`src/rtl/id_hazard_scoreboard_pkg.sv`:
```
// Shared definitions for the ID-stage register scoreboard: drain FSM
// encoding, the hardwired-zero register index and default widths.
package id_hazard_scoreboard_pkg;

    typedef enum logic [1:0] {
        RUN    = 2'd0,
        DRAIN  = 2'd1,
        HALTED = 2'd2
    } drainState_t;

    localparam logic [4:0] REG_ZERO = 5'd0;

    localparam int DEFAULT_NUM_REGS    = 32;
    localparam int DEFAULT_CNT_W       = 2;
    localparam int DEFAULT_STALL_CNT_W = 16;

endpackage

```
`src/rtl/id_scoreboard_counter.sv`:
```
// One per-register in-flight writer counter. An issue and a retire in
// the same cycle cancel; a retire at zero holds the count and pulses
// underflow.
module id_scoreboard_counter #(
    parameter int CNT_W = 2
) (
    input  logic Clk,
    input  logic Rst,
    input  logic inc,
    input  logic dec,
    output logic atZero,
    output logic atMax,
    output logic underflow
);

    logic [CNT_W-1:0] count;

    assign atZero    = (count == '0);
    assign atMax     = (count == '1);
    assign underflow = dec & atZero;

    // Count up on issue, down on retire, unchanged when both or neither.
    // NOTE: state registers use non-blocking assignments so every counter samples pre-edge values.
    always_ff @(posedge Clk) begin
        if (Rst) begin
            count <= '0;
        end else if (inc & ~dec & ~atMax) begin
            count <= count + 1'b1;
        end else if (dec & ~inc & ~atZero) begin
            count <= count - 1'b1;
        end
    end

endmodule

```
`src/rtl/id_hazard_scoreboard.sv`:
```
// ID-stage scoreboard: tracks in-flight writers per register, stalls ID
// on RAW or destination-slot hazards, and sequences a drain-and-hold
// request down to an empty pipeline.
module id_hazard_scoreboard
    import id_hazard_scoreboard_pkg::*;
#(
    parameter int NUM_REGS    = DEFAULT_NUM_REGS,
    parameter int CNT_W       = DEFAULT_CNT_W,
    parameter int STALL_CNT_W = DEFAULT_STALL_CNT_W
) (
    input  logic                   Clk,
    input  logic                   Rst,
    input  logic                   IssueValid,
    input  logic [4:0]             ReadRegister1,
    input  logic [4:0]             ReadRegister2,
    input  logic                   UsesRs,
    input  logic                   UsesRt,
    input  logic                   DestValid,
    input  logic [4:0]             DestRegister,
    input  logic                   Flush,
    input  logic                   RegWrite_WB,
    input  logic [4:0]             WriteRegister_WB,
    input  logic                   DrainReq,
    output logic                   Stall,
    output logic                   IssueAccept,
    output logic                   Drained,
    output logic [STALL_CNT_W-1:0] StallCount,
    output logic                   Error
);

    drainState_t state;
    logic        drainedQ;

    logic [NUM_REGS-1:0] regAtZero;
    logic [NUM_REGS-1:0] regAtMax;
    logic [NUM_REGS-1:0] regUnderflow;

    logic rsHazard;
    logic rtHazard;
    logic destHazard;
    logic blockIssue;
    logic issueLive;
    logic allZero;

    // Register 0 is never tracked: always empty, never full, never underflows.
    assign regAtZero[0]    = 1'b1;
    assign regAtMax[0]     = 1'b0;
    assign regUnderflow[0] = 1'b0;

    // NOTE: counters are reset individually because the hazard logic reads every one of them.
    for (genvar r = 1; r < NUM_REGS; r++) begin : genCounter
        logic regInc;
        logic regDec;

        assign regInc = IssueAccept & DestValid & (DestRegister == 5'(r));
        assign regDec = RegWrite_WB & (WriteRegister_WB == 5'(r));

        id_scoreboard_counter #(
            .CNT_W (CNT_W)
        ) uCounter (
            .Clk       (Clk),
            .Rst       (Rst),
            .inc       (regInc),
            .dec       (regDec),
            .atZero    (regAtZero[r]),
            .atMax     (regAtMax[r]),
            .underflow (regUnderflow[r])
        );
    end

    // Hazards use registered counts only; a same-cycle retire does not bypass.
    assign rsHazard   = UsesRs & (ReadRegister1 != REG_ZERO) & ~regAtZero[ReadRegister1];
    assign rtHazard   = UsesRt & (ReadRegister2 != REG_ZERO) & ~regAtZero[ReadRegister2];
    assign destHazard = DestValid & (DestRegister != REG_ZERO) & regAtMax[DestRegister];
    assign blockIssue = rsHazard | rtHazard | destHazard | (state != RUN);

    // Flush wins over stall; nothing moves while reset is held.
    assign issueLive   = IssueValid & ~Flush & ~Rst;
    assign Stall       = issueLive & blockIssue;
    assign IssueAccept = issueLive & ~blockIssue;
    assign Drained     = drainedQ & ~Rst;
    assign allZero     = &regAtZero;

    // Drain sequencer with registered Drained flag.
    always_ff @(posedge Clk) begin
        if (Rst) begin
            state    <= RUN;
            drainedQ <= 1'b0;
        end else begin
            case (state)
                RUN: begin
                    if (DrainReq) state <= DRAIN;
                end
                DRAIN: begin
                    if (!DrainReq) begin
                        state <= RUN;
                    end else if (allZero) begin
                        state    <= HALTED;
                        drainedQ <= 1'b1;
                    end
                end
                HALTED: begin
                    if (!DrainReq) begin
                        state    <= RUN;
                        drainedQ <= 1'b0;
                    end
                end
                default: begin
                    state    <= RUN;
                    drainedQ <= 1'b0;
                end
            endcase
        end
    end

    // Saturating count of stalled cycles.
    always_ff @(posedge Clk) begin
        if (Rst) begin
            StallCount <= '0;
        end else if (Stall && (StallCount != '1)) begin
            StallCount <= StallCount + 1'b1;
        end
    end

    // Sticky flag for a retire that found no in-flight writer.
    always_ff @(posedge Clk) begin
        if (Rst) begin
            Error <= 1'b0;
        end else if (|regUnderflow) begin
            Error <= 1'b1;
        end
    end

endmodule

```
`config.mk`:
```
export PLATFORM = sky130hd
export DESIGN_NAME = id_hazard_scoreboard
export DESIGN_NICKNAME = d
export VERILOG_FILES = /design/src/rtl/id_hazard_scoreboard_pkg.sv /design/src/rtl/id_scoreboard_counter.sv /design/src/rtl/id_hazard_scoreboard.sv
export SDC_FILE = /design/constraint.sdc
export NUM_CORES = 1
export LEC_CHECK = 0
export BUFFER_PORTS_ARGS = -buffer_cell sky130_fd_sc_hd__buf_4
export CAP_MARGIN = 20
export CORE_MARGIN = 8
export CORE_UTILIZATION = 53
export DETAILED_ROUTE_END_ITERATION = 8
export PLACE_DENSITY = 0.82
export REMOVE_ABC_BUFFERS = 1
export SLEW_MARGIN = 20
export SYNTH_ARGS = -nofsm -noshare
export SYNTH_HDL_FRONTEND = slang
export SYNTH_SLANG_ARGS = --single-unit
```
`constraint.sdc`:
```
create_clock -name Clk -period 4.24 [get_ports Clk]
set_input_delay 0.636 -clock Clk [delete_from_list [all_inputs] [get_ports Clk]]
set_output_delay 0.636 -clock Clk [all_outputs]
set_load 0.005 [all_outputs]
```
**Yosys cells after proc, flatten, opt, wreduce, memory -nomap -nowiden**

Index checks and enable logic that the tools add are counted.

- Input bits: 29
- Register bits after elaboration: 82
- Word-level logic and storage cells: 713

- Add/subtract/negate cells: 63
- Equality and inequality tests: 101
- Bitwise logic cells: 362
- Reduce and logical (&&, ||, !) cells: 72
- Magnitude comparators: 3
- Multiplexer cells: 77

Operator list:

| cell | count |
|---|---|
| $and A1 B1 Y1 | 229 |
| $eq A5 B5 Y1 const B | 32 |
| $mux W2 | 66 |
| $not A1 Y1 | 130 |
| $eq A5 B4 Y1 const B | 16 |
| $eq A2 B2 Y1 const B | 32 |
| $logic_not A2 Y1 | 32 |
| $reduce_bool A2 Y1 | 32 |
| $add A2 B1 Y2 const B | 31 |
| $sub A2 B1 Y2 const B | 31 |
| $eq A5 B3 Y1 const B | 8 |
| $reduce_and A31 Y1 | 1 |
| $reduce_or A31 Y1 | 1 |
| $eq A5 B2 Y1 const B | 4 |
| $lt A5 B6 Y1 const B | 3 |
| $add A16 B1 Y16 const B | 1 |
| $ne A16 B16 Y1 const B | 1 |
| $bmux W1 S5 | 3 |
| $reduce_bool A5 Y1 | 3 |
| $eq A5 B1 Y1 const B | 2 |
| $ne A2 B2 Y1 const B | 4 |
| $mux W1 | 6 |
| $pmux W2 S3 | 1 |
| $reduce_and A4 Y1 | 1 |
| other kinds (6) | 8 |

**Logic depth before layout (Yosys ltp)**

- Word-level depth: 17
- Mapped depth: 12

**By module**

From an unflattened synthesis, not the netlist that was laid out.

- Cells, all modules: 777
- Area, all modules: 6,458.7 um2

Modules (own cells, without submodules):

| module | sequential area each (um2) | times used | area each (um2) | cells each |
|---|---|---|---|---|
| id_scoreboard_counter | 40.0 | 31 | 127.6 | 15 |
| id_hazard_scoreboard | 400.4 | 1 | 2,502.4 | 312 |

**Least setup slack after synthesis**

OpenSTA, ideal clock, no wires.

- Path kind: input to register
- Start: in DestRegister[0]
- End: reg StallCount[9]
- Path buffers: 2
- Data arrival time: 3,167 ps
- Path slack: 1,003 ps
- Required time: 4,169 ps
- Library setup time: 71 ps
- Stages on the path: 9
- Cells stage by stage: buf_2 mux4_2 a211o_1 a211oi_4 nor3_4 a2111o_1 buf_6 or3_1 a21oi_1

- Longest elaborated chain between the ends: 7
- Elaborated cells between the ends (all ways): 9
- Classes of those cells: mux: 2; bitwise: 5; reduce/logical: 2

Ends and longest elaborated chain:

| item | line | source |
|---|---|---|
| start, declared | id_hazard_scoreboard.sv:19 | `input logic [4:0] DestRegister,` |
| $bmux W1 S5 or $reduce_bool A5 Y1 (tied branches) | id_hazard_scoreboard.sv:74 | `assign destHazard = DestValid & (DestRegister != REG_ZERO) & regAtMax[DestRegister];` |
| $mux W1 (not written as such) or $and A1 B1 Y1 (tied branches) | id_hazard_scoreboard.sv:74 |  |
| $and A1 B1 Y1 * | id_hazard_scoreboard.sv:74 |  |
| $or A1 B1 Y1 * (2 in series) | id_hazard_scoreboard.sv:75 | `assign blockIssue = rsHazard \| rtHazard \| destHazard \| (state != RUN);` |
| $and A1 B1 Y1 * | id_hazard_scoreboard.sv:79 | `assign Stall = issueLive & blockIssue;` |
| $logic_and A1 B1 Y1 * | id_hazard_scoreboard.sv:120 | `end else if (Stall && (StallCount != '1)) begin` |
| end signal, assigned | id_hazard_scoreboard.sv:121 | `StallCount <= StallCount + 1'b1;` |
| end, declared | id_hazard_scoreboard.sv:27 | `output logic [STALL_CNT_W-1:0] StallCount,` |

Every way passes the cells marked *; elsewhere a longest branch is shown, timed or not. The select of a mux whose other input is x is not followed.
A chain may end at the register's enable or synchronous reset.

**Final worst setup path**

- Start: reg genCounter[20].uCounter.count[1]
- End: out Stall

- Longest elaborated chain between the ends: 9
- Elaborated cells between the ends (all ways): 17
- Classes of those cells: eq/ne: 1; mux: 6; bitwise: 9; reduce/logical: 1

Ends and longest elaborated chain:

| item | line | source |
|---|---|---|
| start, declared | id_scoreboard_counter.sv:16 | `logic [CNT_W-1:0] count;` |
| start signal, assigned | id_scoreboard_counter.sv:28 | `count <= count + 1'b1;` |
| start signal, assigned | id_scoreboard_counter.sv:30 | `count <= count - 1'b1;` |
| $logic_not A2 Y1 | id_scoreboard_counter.sv:18 | `assign atZero = (count == '0);` |
| $bmux W1 S5 (on tied branches) | id_hazard_scoreboard.sv:72, id_hazard_scoreboard.sv:73 |  |
| $mux W1 (on tied branches) | id_hazard_scoreboard.sv:72, id_hazard_scoreboard.sv:73 |  |
| $not A1 Y1 (on tied branches) | id_hazard_scoreboard.sv:72, id_hazard_scoreboard.sv:73 |  |
| $and A1 B1 Y1 (on tied branches) | id_hazard_scoreboard.sv:72, id_hazard_scoreboard.sv:73 |  |
| $or A1 B1 Y1 | id_hazard_scoreboard.sv:75 |  |
| $or A1 B1 Y1 * (2 in series) | id_hazard_scoreboard.sv:75 |  |
| $and A1 B1 Y1 * | id_hazard_scoreboard.sv:79 |  |
| end, declared | id_hazard_scoreboard.sv:24 | `output logic Stall,` |

Marks and branches as above.

==> metrics <==
Slew HR=a little under two fifths; initial antenna violation count=0; Worst Hold Depth=2; combinational power share=12.2%; num ports=49; area delta synth->final=12.5%; CTS Root Cell=clkbuf_16; clk_lat worst skew=360 ps; RePlAce Congestion=1.00; Clk pwr share=47.5%; R2R cell count=9; input/output buffers=between 40 and 50; Setup Buffers After CTS=0; Largest delay share family, worst path=compound AO/OA/AOI/OAI gates; CP arrival=3000 ps; Hold Vio Cnt, Final=0; syn avg cell area=7.65 um2; Die H=124 um; Final Core Density=60.7%; vias in the first global route=6119; # clock sinks=82; final WL=about 20000 um; ANT nets after route=0; setup total negative slack=0 ps; Worst Hold End=drainedQ; post-DP HPWL=14800 um; CTS resizes=0; # setup viols final=0; WL per Instance=20.6 um; hold_buf cts=0; Startpoint Class=flop; hold crit path type=reg -> reg; sequential share of power=40.2%; worst r2r src=genCounter[2].uCounter.count[0]; Syn. warnings=0; vias per cell=around 7.0; critical setup path kind=reg -> out; starting density of the core=between 50 and 60%; Std-Cell Rows=39; Fillers=1039; Post-synth EDFFs=0; Final #Nets=856; Detailed Routing Iterations Pass 1=6; area of the multi-input gates=0.00426 mm2; Sw Ratio=25.2%; Synth area leaders=dfxtp_1 27%, nor2_1 4.8%, nand2_1 4.0%; RSZ-0062 raised after global routing=no; Max IR drop VDD=between 0.0002 and 0.00025 V; H-tree Lvls=3; slowest CP cell=a211oi_4; gr usage total=a little over a quarter; Setup crit start=genCounter[20].uCounter.count[1]; Worst Setup End Kind=output pin; Post-Place Cell Area=0.00655 mm2; final worst path period share=85.7%; total CTS buffers=9; Pwr Density=280 mW/mm2; Antenna diodes=0; placed cells=958; Core Region=0.0114 mm2; most common flop cell mapped by yosys=dfxtp_1; min cycle time layout=3630 ps; CP peak stage delay=510 ps; Die Area=0.0153 mm2; Crit path required time=3600 ps; critical path cell sequence=nand2_1 > mux4_2 > a211o_1 > a211oi_4 > nor3_4 > a21oi_1 > buf_4; via count=6776; Slew @ Worst Pin=946 ps; global route overflow=0; Reg area=0.00164 mm2; Worst-path clk slew=60 ps; RR Endpoint=genCounter[18].uCounter.count[0]; CTS tree=yes; net switching power=0.488 mW; dominant cell type by area after synthesis=dfxtp_1; Die Wd=about 120 um; Starting DRT DRC Count=962; Synth top area share=26.8%; f_max=between 200 and 300 MHz; Clock Skews=13.1 ps; post-synthesis register bit count=82; Pins Over Slew Limit=0; first-pass GRT wire length=about 32000 um; internal power=1.45 mW; outcome=completed; reg-to-reg setup timing slack=1030 ps; Worst Hold Launch=drainedQ; synthesized instance count=between 800 and 900; fin cells=~970; pin count of the biggest net entering global routing=71; Remaining DRCs=0; clock tree buffer depth=2; area of all placed cells without fillers=0.00690 mm2; max cap viols=0; layout cell share with drive strength beyond 1=approximately an eighth; synthesized area=0.00613 mm2; post-synthesis cell type count=72; peak fanout along the critical path=7; register area share after synthesis=26.8%; ys async rst share=0%; leakage power total=2.42 nW; Bufs and invs on worst path=1
synth_stat cells (12+ instances only):
| cell | count |
|---|---|
| and4_1 | 12 |
| nand2b_1 | 24 |
| nand4_1 | 27 |
| nor4_1 | 12 |
| nor2b_1 | 23 |
| dfxtp_1 | 82 |
| and2_1 | 17 |
| nor2_1 | 79 |
| inv_1 | 13 |
| clkbuf_1 | 29 |
| a211oi_1 | 17 |
| o211ai_1 | 14 |
| nand3_1 | 31 |
| a31oi_1 | 22 |
| nor3_1 | 46 |
| nand2_1 | 66 |
| a221oi_1 | 15 |
| o21ai_0 | 39 |
| a21oi_1 | 46 |
| o21a_1 | 18 |
worst register-to-register path, delay by kind of cell (launching register included):
kind,cells,cell delay (ps)
AO/OA/AOI/OAI,3,820
AND/OR/NAND/NOR,4,1220
flip-flops,1,350
buffers and inverters,1,270
multiplexers,1,460
state kept, by name (all words and copies together), names as in the netlist:
register	count
genCounter.uCounter.count	62
StallCount	16
state	2
Error	1
drainedQ	1
layout by cell type, fill, tap and decap left out, types with 8 or more instances in the layout:
cell       synthesis  final
nor4_1            12     12
a21oi_1           46     46
and3_1            11     11
clkbuf_16          0      9
nand4_1           27     27
buf_4              0     56
or3_1             10     10
nand2_1           66     66
nor3_1            46     46
o21ai_0           39     39
inv_1             13     13
dfxtp_1           82     82
xor2_1             9      9
mux4_2            10     10
nor3b_1            8      8
and4_1            12     12
nor2b_1           23     23
and2_1            17     17
o21a_1            18     18
a211oi_1          17     17
nor2_1            79     79
a221oi_1          15     15
mux2i_1           11     11
nand2b_1          24     24
a31oi_1           22     22
nand3_1           31     31
o21bai_1           9      9
o211ai_1          14     14
per-layer routing:
layer	GRT usage [%]	vias to the layer above	share of wire, %
li1	-	3124	-
met1	35.2	3078	41
met2	38.3	491	41
met3	7.63	83	15
met4	14.5	0	4.4
met5	0	-	0
per-stage QoR:
| stage | power, mW | hold WS (ps) | setup slack [ps] |
|---|---|---|---|
| 3_5_place_dp | 1.02 | 479 | 704 |
| 2_1_floorplan | 0.909 | 438 | 740 |
| 5_1_grt | 2.00 | 528 | 503 |
| 3_3_place_gp | 1.02 | 472 | 761 |
| 6_report | 1.93 | 492 | 608 |
| 4_1_cts | 1.95 | 497 | 667 |
worst max path at each step:
stage                     slack (ps)                          endpoint  cells past startpoint
after floorplan                  740  genCounter[19].uCounter.count[0]                      8
after global placement           760                       IssueAccept                      8
after detailed placement         700                             Stall                      7
after CTS                        670                             Stall                      8
after global routing             500                             Stall                      8
final                            610                             Stall                      7
power by group through the flow:
stage	combinational (mW)	sequential, mW	clock [mW]
after CTS	0.229	0.778	0.939
final	0.237	0.778	0.920
after detailed placement	0.228	0.795	0
after global routing	0.251	0.778	0.969
after global placement	0.225	0.795	0
after floorplan	0.115	0.794	0
cell families (layout without fill, tap and decap cells):
group | after synthesis | count (layout) | synth area share [%]
fa+ha+maj | 1 | 1 | 0.204
compound gates | 237 | 237 | 27.3
xor+xnor | 13 | 13 | 1.86
mux | 27 | 27 | 6.57
simple gates | 386 | 386 | 33.6
buf+inv | 55 | 85 | 3.67
flops | 82 | 82 | 26.8
layout make-up:
type	instances	area share, %
multi-input cells	664	61.8
repair buffers	56	6.09
flip-flops and latches	82	23.8
clock buffers	12	3.57
clock inverters	4	1.43
inverters	13	0.707
well taps	143	2.59
No activity file was read; power rests on OpenSTA's default activity.
